<file path="config.mk">
export PLATFORM = sky130hd
export DESIGN_NAME = apb_master_flat
export DESIGN_NICKNAME = d
export VERILOG_FILES = /design/src/rtl/apb_master_if.sv /design/src/rtl/apb_master.sv /design/src/flat_wrapper.sv
export SDC_FILE = /design/constraint.sdc
export NUM_CORES = 1
export LEC_CHECK = 0
export CELL_PAD_IN_SITES_DETAIL_PLACEMENT = 1
export CELL_PAD_IN_SITES_GLOBAL_PLACEMENT = 1
export CORE_UTILIZATION = 34
export CTS_CLUSTER_DIAMETER = 80
export CTS_CLUSTER_SIZE = 16
export DETAILED_ROUTE_END_ITERATION = 10
export PLACE_DENSITY_LB_ADDON = 0.1
export SYNTH_ARGS = -nofsm -noshare
export SYNTH_HDL_FRONTEND = slang
export SYNTH_SLANG_ARGS = --single-unit
</file>
<file path="constraint.sdc">
create_clock -name clk -period 5 [get_ports clk]
set_clock_uncertainty 0.1 [all_clocks]
set_input_delay 0.75 -clock clk [delete_from_list [all_inputs] [get_ports clk]]
set_output_delay 0.75 -clock clk [all_outputs]
set_load 0.02 [all_outputs]
</file>
<file path="src/rtl/apb_master_if.sv">
// Command/response stream plus APB3 bus seen by the apb_master requester.
// The master modport is the requester's view; slave is the view of whoever drives commands and responds.
interface apb_master_if #(
  parameter int ADDR_WIDTH = 8,
  parameter int DATA_WIDTH = 32
) ();
  logic                  cmd_valid;
  logic                  cmd_ready;
  logic                  cmd_write;
  logic [ADDR_WIDTH-1:0] cmd_addr;
  logic [DATA_WIDTH-1:0] cmd_wdata;
  logic                  rsp_valid;
  logic [DATA_WIDTH-1:0] rsp_rdata;
  logic                  rsp_err;
  logic                  psel;
  logic                  penable;
  logic [ADDR_WIDTH-1:0] paddr;
  logic                  pwrite;
  logic [DATA_WIDTH-1:0] pwdata;
  logic [DATA_WIDTH-1:0] prdata;
  logic                  pready;

  modport master (
    input  cmd_valid, cmd_write, cmd_addr, cmd_wdata, prdata, pready,
    output cmd_ready, rsp_valid, rsp_rdata, rsp_err, psel, penable, paddr, pwrite, pwdata
  );

  modport slave (
    output cmd_valid, cmd_write, cmd_addr, cmd_wdata, prdata, pready,
    input  cmd_ready, rsp_valid, rsp_rdata, rsp_err, psel, penable, paddr, pwrite, pwdata
  );
endinterface

</file>
<file path="src/rtl/apb_master.sv">
// APB3 requester: converts a valid/ready command stream into SETUP/ACCESS transfers,
// returning one response pulse per command, with an optional timeout on a stuck pready.
module apb_master #(
  parameter int ADDR_WIDTH = 8,
  parameter int DATA_WIDTH = 32,
  parameter int TIMEOUT    = 16
) (
  input  logic          clk,
  input  logic          arst,
  apb_master_if.master  bus
);
  localparam int CNT_WIDTH = (TIMEOUT < 1) ? 1 : $clog2(TIMEOUT + 1);

  typedef enum logic [1:0] {
    IDLE   = 2'd0,
    SETUP  = 2'd1,
    ACCESS = 2'd2
  } state_t;

  state_t                state_reg;
  logic                  psel_reg;
  logic                  penable_reg;
  logic [ADDR_WIDTH-1:0] paddr_reg;
  logic                  pwrite_reg;
  logic [DATA_WIDTH-1:0] pwdata_reg;
  logic                  rsp_valid_reg;
  logic                  rsp_err_reg;
  logic [DATA_WIDTH-1:0] rsp_rdata_reg;
  logic [CNT_WIDTH-1:0]  cnt_reg;

  logic                  cmd_ready_int;
  logic                  accept;
  logic [CNT_WIDTH-1:0]  cnt_inc;
  logic                  timeout_hit;

  // Ready in the completing ACCESS cycle lets a new command start without an IDLE gap.
  assign cmd_ready_int = (state_reg == IDLE) || ((state_reg == ACCESS) && bus.pready);
  assign accept        = bus.cmd_valid && cmd_ready_int;
  assign cnt_inc       = cnt_reg + CNT_WIDTH'(1);
  assign timeout_hit   = (TIMEOUT != 0) && (cnt_inc == CNT_WIDTH'(TIMEOUT));

  always_ff @(posedge clk or posedge arst) begin
    if (arst) begin
      state_reg     <= IDLE;
      psel_reg      <= 1'b0;
      penable_reg   <= 1'b0;
      paddr_reg     <= '0;
      pwrite_reg    <= 1'b0;
      pwdata_reg    <= '0;
      rsp_valid_reg <= 1'b0;
      rsp_err_reg   <= 1'b0;
      rsp_rdata_reg <= '0;
      cnt_reg       <= '0;
    end else begin
      rsp_valid_reg <= 1'b0;
      rsp_err_reg   <= 1'b0;
      case (state_reg)
        SETUP: begin
          penable_reg <= 1'b1;
          state_reg   <= ACCESS;
        end
        ACCESS: begin
          if (bus.pready) begin
            rsp_valid_reg <= 1'b1;
            rsp_rdata_reg <= pwrite_reg ? '0 : bus.prdata;
            psel_reg      <= 1'b0;
            penable_reg   <= 1'b0;
            state_reg     <= IDLE;
          end else begin
            cnt_reg <= cnt_inc;
            if (timeout_hit) begin
              rsp_valid_reg <= 1'b1;
              rsp_err_reg   <= 1'b1;
              rsp_rdata_reg <= '0;
              psel_reg      <= 1'b0;
              penable_reg   <= 1'b0;
              state_reg     <= IDLE;
            end
          end
        end
        default: begin
          psel_reg    <= 1'b0;
          penable_reg <= 1'b0;
          state_reg   <= IDLE;
        end
      endcase
      // A new command overrides the drop to IDLE, keeping psel high across back-to-back transfers.
      if (accept) begin
        paddr_reg   <= bus.cmd_addr;
        pwrite_reg  <= bus.cmd_write;
        pwdata_reg  <= bus.cmd_wdata;
        psel_reg    <= 1'b1;
        penable_reg <= 1'b0;
        cnt_reg     <= '0;
        state_reg   <= SETUP;
      end
    end
  end

  assign bus.cmd_ready = cmd_ready_int;
  assign bus.rsp_valid = rsp_valid_reg;
  assign bus.rsp_rdata = rsp_rdata_reg;
  assign bus.rsp_err   = rsp_err_reg;
  assign bus.psel      = psel_reg;
  assign bus.penable   = penable_reg;
  assign bus.paddr     = paddr_reg;
  assign bus.pwrite    = pwrite_reg;
  assign bus.pwdata    = pwdata_reg;
endmodule

</file>
<file path="src/flat_wrapper.sv">
// flat-port wrapper written by rule: the top's interface ports become plain ports
module apb_master_flat 
#(
  parameter int ADDR_WIDTH = 8,
  parameter int DATA_WIDTH = 32,
  parameter int TIMEOUT    = 16
)
  (clk, arst, bus_cmd_valid, bus_cmd_write, bus_cmd_addr, bus_cmd_wdata, bus_prdata, bus_pready, bus_cmd_ready, bus_rsp_valid, bus_rsp_rdata, bus_rsp_err, bus_psel, bus_penable, bus_paddr, bus_pwrite, bus_pwdata);
  apb_master_if #(.ADDR_WIDTH(ADDR_WIDTH), .DATA_WIDTH(DATA_WIDTH)) bus_i ();
  input  logic clk;
  input  logic arst;
  input wire logic [$bits(bus_i.cmd_valid)-1:0] bus_cmd_valid;
  input wire logic [$bits(bus_i.cmd_write)-1:0] bus_cmd_write;
  input wire logic [$bits(bus_i.cmd_addr)-1:0] bus_cmd_addr;
  input wire logic [$bits(bus_i.cmd_wdata)-1:0] bus_cmd_wdata;
  input wire logic [$bits(bus_i.prdata)-1:0] bus_prdata;
  input wire logic [$bits(bus_i.pready)-1:0] bus_pready;
  output wire logic [$bits(bus_i.cmd_ready)-1:0] bus_cmd_ready;
  output wire logic [$bits(bus_i.rsp_valid)-1:0] bus_rsp_valid;
  output wire logic [$bits(bus_i.rsp_rdata)-1:0] bus_rsp_rdata;
  output wire logic [$bits(bus_i.rsp_err)-1:0] bus_rsp_err;
  output wire logic [$bits(bus_i.psel)-1:0] bus_psel;
  output wire logic [$bits(bus_i.penable)-1:0] bus_penable;
  output wire logic [$bits(bus_i.paddr)-1:0] bus_paddr;
  output wire logic [$bits(bus_i.pwrite)-1:0] bus_pwrite;
  output wire logic [$bits(bus_i.pwdata)-1:0] bus_pwdata;
  assign bus_i.cmd_valid = bus_cmd_valid;
  assign bus_i.cmd_write = bus_cmd_write;
  assign bus_i.cmd_addr = bus_cmd_addr;
  assign bus_i.cmd_wdata = bus_cmd_wdata;
  assign bus_i.prdata = bus_prdata;
  assign bus_i.pready = bus_pready;
  assign bus_cmd_ready = bus_i.cmd_ready;
  assign bus_rsp_valid = bus_i.rsp_valid;
  assign bus_rsp_rdata = bus_i.rsp_rdata;
  assign bus_rsp_err = bus_i.rsp_err;
  assign bus_psel = bus_i.psel;
  assign bus_penable = bus_i.penable;
  assign bus_paddr = bus_i.paddr;
  assign bus_pwrite = bus_i.pwrite;
  assign bus_pwdata = bus_i.pwdata;
  apb_master #(.ADDR_WIDTH(ADDR_WIDTH), .DATA_WIDTH(DATA_WIDTH), .TIMEOUT(TIMEOUT)) u_core (.clk(clk), .arst(arst), .bus(bus_i));
endmodule
</file>
After elaboration in Yosys (flattened, before gate mapping)
Index checks and enable logic that the tools add are counted.
- register bits after elaboration: 84
- bits of input ports: 77
- output and inout port bits: 78
- word-level logic and storage cells: 47
- $add $sub $neg: 1
- equal/unequal tests: 6
- muxes and demuxes: 21
- reductions and logical operators: 9
- operator list (kind ; number):
    two-way mux 32 bit ; 3
    two-way mux 5 bit ; 3
    two-way mux 1 bit ; 9
    two-way mux 2 bit ; 3
    AND reduction 2 bit ; 3
    adder 5 x 1 -> 5 bit (second input constant) ; 1
    == test 5 bit (second input constant) ; 1
    inequality test 2 x 1 -> 1 bit (second input constant) ; 2
    inequality test 4 x 2 -> 1 bit (second input constant) ; 1
    case mux 1 bit (2 select lines) ; 2
    case mux 2 bit (2 select lines) ; 1
    nonzero test 2 bit ; 2
    == test 2 x 1 -> 1 bit (second input constant) ; 1
    == test 2 bit (second input constant) ; 1
    logical AND 1 bit ; 2
    zero test 2 bit ; 1
    logical OR 1 bit ; 1

Logic depth before layout (Yosys ltp)
Gate-level depths: netlist of run 1.
- word-level depth: 6
- gate-level depth with buffers: 6
- gate-level depth less buffers: 5

Worst setup path before layout of run 1
Ideal clock, no wire load.
- path kind: input-to-reg
- start point: input bus_pready
- end point: register u_core.pwdata_reg[10], in the netlist u_core.bus.pwdata[10]
- library setup time: 0.125 ns
- arrival: 1.929 ns
- data required time: 4.775 ns
- setup slack: 2.846 ns
- stages: 6
- buffers on the path: 1
- cell sequence: nor2b_1 nor2_1 nand2_1 inv_2 buf_2 mux2_2
- cells in the longest elaborated chain, start to end: 3
- RTL lines (element ; RTL line ; source):
    from (decl) ; flat_wrapper.sv:17 ; input wire logic [$bits(bus_i.pready)-1:0] bus_pready;
    logical AND 1 bit ; apb_master.sv:37 ; assign cmd_ready_int = (state_reg == IDLE) || ((state_reg == ACCESS) && bus.pready);
    logical OR 1 bit ; apb_master.sv:37 ;
    via bus_cmd_ready ; flat_wrapper.sv:18 ; output wire logic [$bits(bus_i.cmd_ready)-1:0] bus_cmd_ready;
    logical AND 1 bit ; apb_master.sv:38 ; assign accept = bus.cmd_valid && cmd_ready_int;
    to (signal assigned) ; apb_master.sv:91 ; pwdata_reg <= bus.cmd_wdata;
    to (decl) ; apb_master.sv:25 ; logic [DATA_WIDTH-1:0] pwdata_reg;
The timed path passes the listed nets, and every way through them passes these cells.
A chain may end at the register's enable or synchronous reset.

Worst setup path after layout of run 1
- start point: input bus_pready
- end point: output bus_cmd_ready
- cells in the longest elaborated chain, start to end: 2
- RTL lines (element ; RTL line):
    logical AND 1 bit ; apb_master.sv:37
    logical OR 1 bit ; apb_master.sv:37
    to (decl) ; flat_wrapper.sv:18
Every way passes these cells.

==> results of run 1 <==
-- power by group through the flow --
stage / combinational, W / sequential, W / clock [W]
2_1_floorplan: 0.000238 / 0.00125 / 0
3_3_place_gp: 0.00101 / 0.000993 / 0
3_5_place_dp: 0.00103 / 0.00101 / 0
4_1_cts: 0.00103 / 0.000993 / 0.000510
5_1_grt: 0.00107 / 0.00102 / 0.000533
6_report: 0.00102 / 0.000989 / 0.000490
-- cells by family after synthesis --
kind of cell | count (synthesis) | share of synthesized area [%]
DFF | 83 | 65.4
and+or+nand+nor | 22 | 3.66
buffers and inverters | 18 | 3.03
adders and majority gates | 1 | 0.394
xor gates and xnor gates | 1 | 0.276
muxes | 41 | 14.5
AOI/OAI and AO/OA | 46 | 12.8
-- final cells by class --
class                           count  area share [%]
Multi-Input combinational cell    111            20.2
Clock buffer                       11            3.03
Tap cell                          108            2.70
Sequential cell                    83            41.6
Inverter                            3           0.250
Clock inverter                      4            1.00
Timing Repair Buffer              157            31.3
-- layer usage --
metal / up-vias / part of all wire [%] / wire length [µm] / track usage [%]
met5: - / 0 / 0 / 0
met4: 0 / 1.5 / 127 / 7.23
met3: 13 / 5.7 / 480 / 3.90
met2: 89 / 51 / 4220 / 30.3
met1: 1225 / 42 / 3520 / 23.4
li1: 1102 / - / - / -
-- through the flow --
step / cells / worst slack, ns
6_report: 477 / 2.02
5_1_grt: 477 / 1.95
4_1_cts: 477 / 2.02
3_5_place_dp: 462 / 1.98
3_3_place_gp: 462 / 2.06
2_1_floorplan: 212 / 2.01
-- placed cells by master, fill, tap and decap left out, types with 3 or more instances in the layout --
cell type	instances
mux2_2	26
mux2_1	15
clkdlybuf4s50_1	154
nor2b_1	3
a32o_1	32
buf_4	3
a21oi_1	3
o21ai_0	4
nand2_1	8
clkbuf_8	11
dfrtp_1	83
-- worst register-to-register path: stages, from the launching register on --
cell and delay, ns:
dfrtp_1 0.43, ha_1 0.25, nand2_1 0.10, or3b_1 0.82, a32o_1 0.48
-- final timing paths --
check                                 startpoint                       to  slack, ns
max                                   bus_pready            bus_cmd_ready       2.02
min                        u_core.bus.pwdata[12]    u_core.bus.pwdata[12]       0.39
max reg2reg                    u_core.cnt_reg[0]  u_core.bus.rsp_rdata[6]       2.71
min reg2reg                u_core.bus.pwdata[12]    u_core.bus.pwdata[12]       0.39
max in group asynchronous                   arst      u_core.bus.paddr[3]       3.05
min in group asynchronous                   arst    u_core.bus.pwdata[15]       0.79
==> flow_summary.json, run 1 <==
{
  "setup_viol": 0,
  "viasPerCell": 5.09,
  "slew_viol_final": 0,
  "switchingPower_w": 0.000816,
  "min_delay_path_depth": 1,
  "drv_cap": 0,
  "start_util_pct": 35.7,
  "cts_made_buffers": 9,
  "cts.htree.levels": 3,
  "synth_top_area_cell": "dfrtp_1",
  "syn-instance-count": 212,
  "track_usage_pct": 18.2,
  "cp.required_ns": 4.15,
  "power.share.switching_pct": 32.7,
  "cpMostUsedCell": "clkdlybuf4s50_1",
  "grt_max_degree": 52,
  "routed_wl_um": 8350,
  "drt_iter0_drc": 90,
  "final-seq-area_um2": 2080,
  "routedWlPerCell_um": 17.5,
  "tightest_slew_ns": 1.16,
  "status": "finished clean",
  "design.die.area_um2": 9740,
  "whs_ns": 0.389,
  "cellPowerDensity_nw_per_um2": 499,
  "dieWidth_um": 98.7,
  "cp-end-kind": "output pin",
  "finalCritPeriodShare_pct": 59.5,
  "total_power_w": 0.00249,
  "crit_path_cell_trace": "clkdlybuf4s50_1 > nor2b_1 > nor2_1 > clkdlybuf4s50_1",
  "dr.pass1.iters": 4,
  "intPower_w": 0.00168,
  "grt_setup_unrepaired": "false",
  "ioPinCount": 155,
  "synth_edf_count": 0,
  "multiInputGateArea_um2": 1010,
  "yosys-top-cells-count": "dfrtp_1 (83), a32o_1 (32), mux2_2 (26), mux2_1 (15), nand2_1 (8)",
  "cts_resized": 0,
  "core_um2": 8890,
  "rows": 34,
  "synth_top_area_share_pct": 65.4,
  "timing.slew.headroom_pct": 22.8,
  "hp-class": "flip-flop to flip-flop",
  "grt_pass1_vias": 2651,
  "clock_latency_ns": 0.34,
  "p_leak_nw": 2.04,
  "gp_congestion": 0.739,
  "reg2reg_depth": 4,
  "crit_path_max_incr_delay_ns": 0.62,
  "cts_tree": "done",
  "hpwlAfterDp_um": 5890,
  "synth_area_um2": 3180,
  "drc": 0,
  "dpl_cell_area_um2": 4800,
  "die_h_um": 98.7,
  "clkTransAtPathRegs_ns": 0.08,
  "yosys-top-cells-area": "dfrtp_1 (65%), a32o_1 (10%), mux2_2 (9.2%)",
  "async_flop_share_pct": 100,
  "ant_nets": 0,
  "syn_to_final_growth_pct": 57.2,
  "drive_gt1_share_pct": 13.0,
  "antenna_cells": 0,
  "grt_remaining_overflow": 0,
  "grt_pass1_wl_um": 13800,
  "hold_viol": 0,
  "ir_drop_mv": 0.174,
  "port_buffers": 154,
  "fin_crit_ns": 2.98,
  "final_area_um2": 5000,
  "clock_sinks": 83,
  "setup_tns_ns": 0,
  "synth_cell_types": 28,
  "postCtsSetupRepairBufs": 0,
  "power.share.clock_pct": 19.6,
  "fin_nets": 443,
  "cp_top_family": "buffers and inverters",
  "clockBufferDepth": 2,
  "synth-warning-count": 0,
  "ys_seq_elements": 83,
  "worstPathMaxFanout": 4,
  "cp_num_buf_inv": 2,
  "fmax_ghz": 0.336,
  "num_vias": 2429,
  "crit_arrival_ns": 2.13,
  "worstSetupPathType": "primary input to output pin",
  "combinationalPowerShare_pct": 40.7,
  "synth_fp_nets": 290,
  "cp.depth": 4,
  "ctsHoldBuffers": 0,
  "avgSynthCellArea_um2": 15.0,
  "fin_util_pct": 56.2,
  "clockRootBuffer": "clkbuf_8",
  "start_kind": "primary input",
  "ys_seq_area_share_pct": 65.4,
  "final.fill_count": 901,
  "seq_power_share_pct": 39.6,
  "dominantRegCellSynth": "dfrtp_1",
  "antenna_found_initial": 0,
  "cp_slowest_cell": "clkdlybuf4s50_1",
  "yosys.cell_count.top_type": "dfrtp_1"
}
Power figures use the tool's default switching activity.
==> inputs of run 2 (changes only) <==
--- a/config.mk
+++ b/config.mk
@@ -7,7 +7,7 @@
 export LEC_CHECK = 0
 export CELL_PAD_IN_SITES_DETAIL_PLACEMENT = 1
 export CELL_PAD_IN_SITES_GLOBAL_PLACEMENT = 1
-export CORE_UTILIZATION = 34
+export CORE_UTILIZATION = 31
 export CTS_CLUSTER_DIAMETER = 80
 export CTS_CLUSTER_SIZE = 16
 export DETAILED_ROUTE_END_ITERATION = 10
==> constraint.sdc (replaced) <==
create_clock -name clk -period 3.1 [get_ports clk]
set_clock_uncertainty 0.1 [all_clocks]
set_input_delay 0.465 -clock clk [delete_from_list [all_inputs] [get_ports clk]]
set_output_delay 0.465 -clock clk [all_outputs]
set_load 0.02 [all_outputs]
==> run 2 against run 1 <==
Effect of this change:
- die area up 9.5%
- combinational power up 62%
- critical endpoint unchanged
- first-iteration DRC count down 16%
- core utilization down 4.5 points
- setup slack worse by 1.3 ns
- sequential share of layout area down 0.88 points
==> flow_summary.json, run 2 (synthesis gave the netlist of run 1 again) <==
{
  "status": "finished clean",
  "final.fill_count": 997,
  "fin_util_pct": 51.8,
  "slew_viol_final": 0,
  "clock_latency_ns": 0.34,
  "ioPinCount": 155,
  "die_h_um": 103,
  "cts_resized": 0,
  "hpwlAfterDp_um": 5930,
  "mostFrequentLayoutCells": "clkdlybuf4s50_1 (154), dfrtp_1 (83), a32o_1 (32)",
  "p_leak_nw": 2.08,
  "min_from": "u_core.bus.pwdata[27]",
  "track_usage_pct": 15.9,
  "grt_pass1_wl_um": 12800,
  "antenna_found_initial": 0,
  "gp_congestion": 0.728,
  "grt_remaining_overflow": 0,
  "syn_to_final_growth_pct": 60.6,
  "tightest_slew_ns": 1.08,
  "setup_tns_ns": 0,
  "start_util_pct": 32.2,
  "crit_path_max_incr_delay_ns": 0.63,
  "viasPerCell": 4.85,
  "ctsHoldBuffers": 0,
  "drive_gt1_share_pct": 13.4,
  "num_vias": 2450,
  "place_ws_ns": 0.703,
  "ant_nets": 0,
  "cts_made_buffers": 9,
  "worstSetupPathType": "primary input to output pin",
  "grt_pass1_vias": 2529,
  "layout_commonest_cell": "clkdlybuf4s50_1",
  "cts.htree.levels": 3,
  "setup_viol": 0,
  "dpl_cell_area_um2": 4870,
  "cpMostUsedCell": "clkdlybuf4s50_1",
  "fmax_ghz": 0.418,
  "clockRootBuffer": "clkbuf_8",
  "final_area_um2": 5100,
  "clock_sinks": 83,
  "reg2reg_depth": 4,
  "timing.slew.headroom_pct": 27.8,
  "finalCritPeriodShare_pct": 77.2,
  "start_kind": "primary input",
  "design.die.area_um2": 10700,
  "cts_tree": "done",
  "hp-class": "flip-flop to flip-flop",
  "startpoint": "bus_pready",
  "cp.required_ns": 2.53,
  "clockBufferDepth": 2,
  "drt_iter0_drc": 76,
  "cp-end-kind": "output pin",
  "clkTransAtPathRegs_ns": 0.08,
  "cp.depth": 4,
  "cp_slowest_cell": "clkdlybuf4s50_1",
  "ir_drop_mv": 0.302,
  "min_delay_path_depth": 1,
  "grt_max_degree": 84,
  "r2r-start": "u_core.cnt_reg[0]",
  "routedWlPerCell_um": 16.6,
  "dr.pass1.iters": 5,
  "crit_path_cell_trace": "clkdlybuf4s50_1 > nor2b_1 > nor2_1 > clkdlybuf4s50_1",
  "fin_nets": 446,
  "hold_viol": 0,
  "grt_setup_unrepaired": "false",
  "fin_crit_ns": 2.39,
  "cp_top_family": "buffers and inverters",
  "timing.final.ws_setup_ns": 0.708,
  "rows": 36,
  "drv_cap": 0,
  "dieWidth_um": 103,
  "core_um2": 9860,
  "drc": 0,
  "antenna_cells": 0,
  "cellPowerDensity_nw_per_um2": 813,
  "port_buffers": 154,
  "worstPathMaxFanout": 4,
  "cp_num_buf_inv": 2,
  "routed_wl_um": 8380,
  "crit_arrival_ns": 1.83,
  "postCtsSetupRepairBufs": 0
}
-- run 2: changes by cell type in the layout (fill, tap and decap cells not counted), sizes merged --
cell      previous run  this run
buf                  3         6
bufinv               1         3
clkbuf              11        10
clkinvlp             2         1
-- run 2: worst paths after layout --
check,to,slack (ns)
max,bus_cmd_ready,0.71
max reg2reg,u_core.bus.rsp_rdata[9],0.83
max in group asynchronous,u_core.bus.pwdata[16],2.10
min in group asynchronous,u_core.bus.rsp_rdata[3],0.41
min reg2reg,u_core.bus.pwdata[27],0.39
min,u_core.bus.pwdata[27],0.39
-- run 2: layout make-up --
cell class / instances / area (µm²) / share of cell area, %
Clock inverter: 5 / 103 / 2.01
Clock buffer: 10 / 128 / 2.50
Inverter: 3 / 12.5 / 0.245
Timing Repair Buffer: 160 / 1610 / 31.6
Sequential cell: 83 / 2080 / 40.7
Tap cell: 133 / 166 / 3.26
Multi-Input combinational cell: 111 / 1010 / 19.7
-- run 2: worst register-to-register path: cells and delay by family (launching register included) --
kind            cells  cell delay [ns]
compound gates      1             0.46
fa+ha+maj           1             0.25
flops               1             0.45
simple gates        2             0.90
-- run 2: routing by layer --
metal  vias up  part of all wire (%)  GRT usage [%]
li1       1104                     -              -
met1      1222                    42           20.1
met2       115                    46           24.9
met3         9                    11           5.78
met4         0                   1.3           6.18
met5         -                     0              0
-- run 2: report_power, final --
part           total, W  internal, W  switching, W
Clock          0.000906     0.000530      0.000376
Sequential      0.00160      0.00141      0.000182
Combinational   0.00165     0.000893      0.000754
-- run 2: through the flow --
stage / hold slack, ns / power, W / std cells
3_3_place_gp: 0.368 / 0.00325 / 490
5_1_grt: 0.411 / 0.00438 / 505
2_1_floorplan: 0.383 / 0.00239 / 212
6_report: 0.391 / 0.00415 / 505
3_5_place_dp: 0.378 / 0.00329 / 490
4_1_cts: 0.397 / 0.00421 / 505
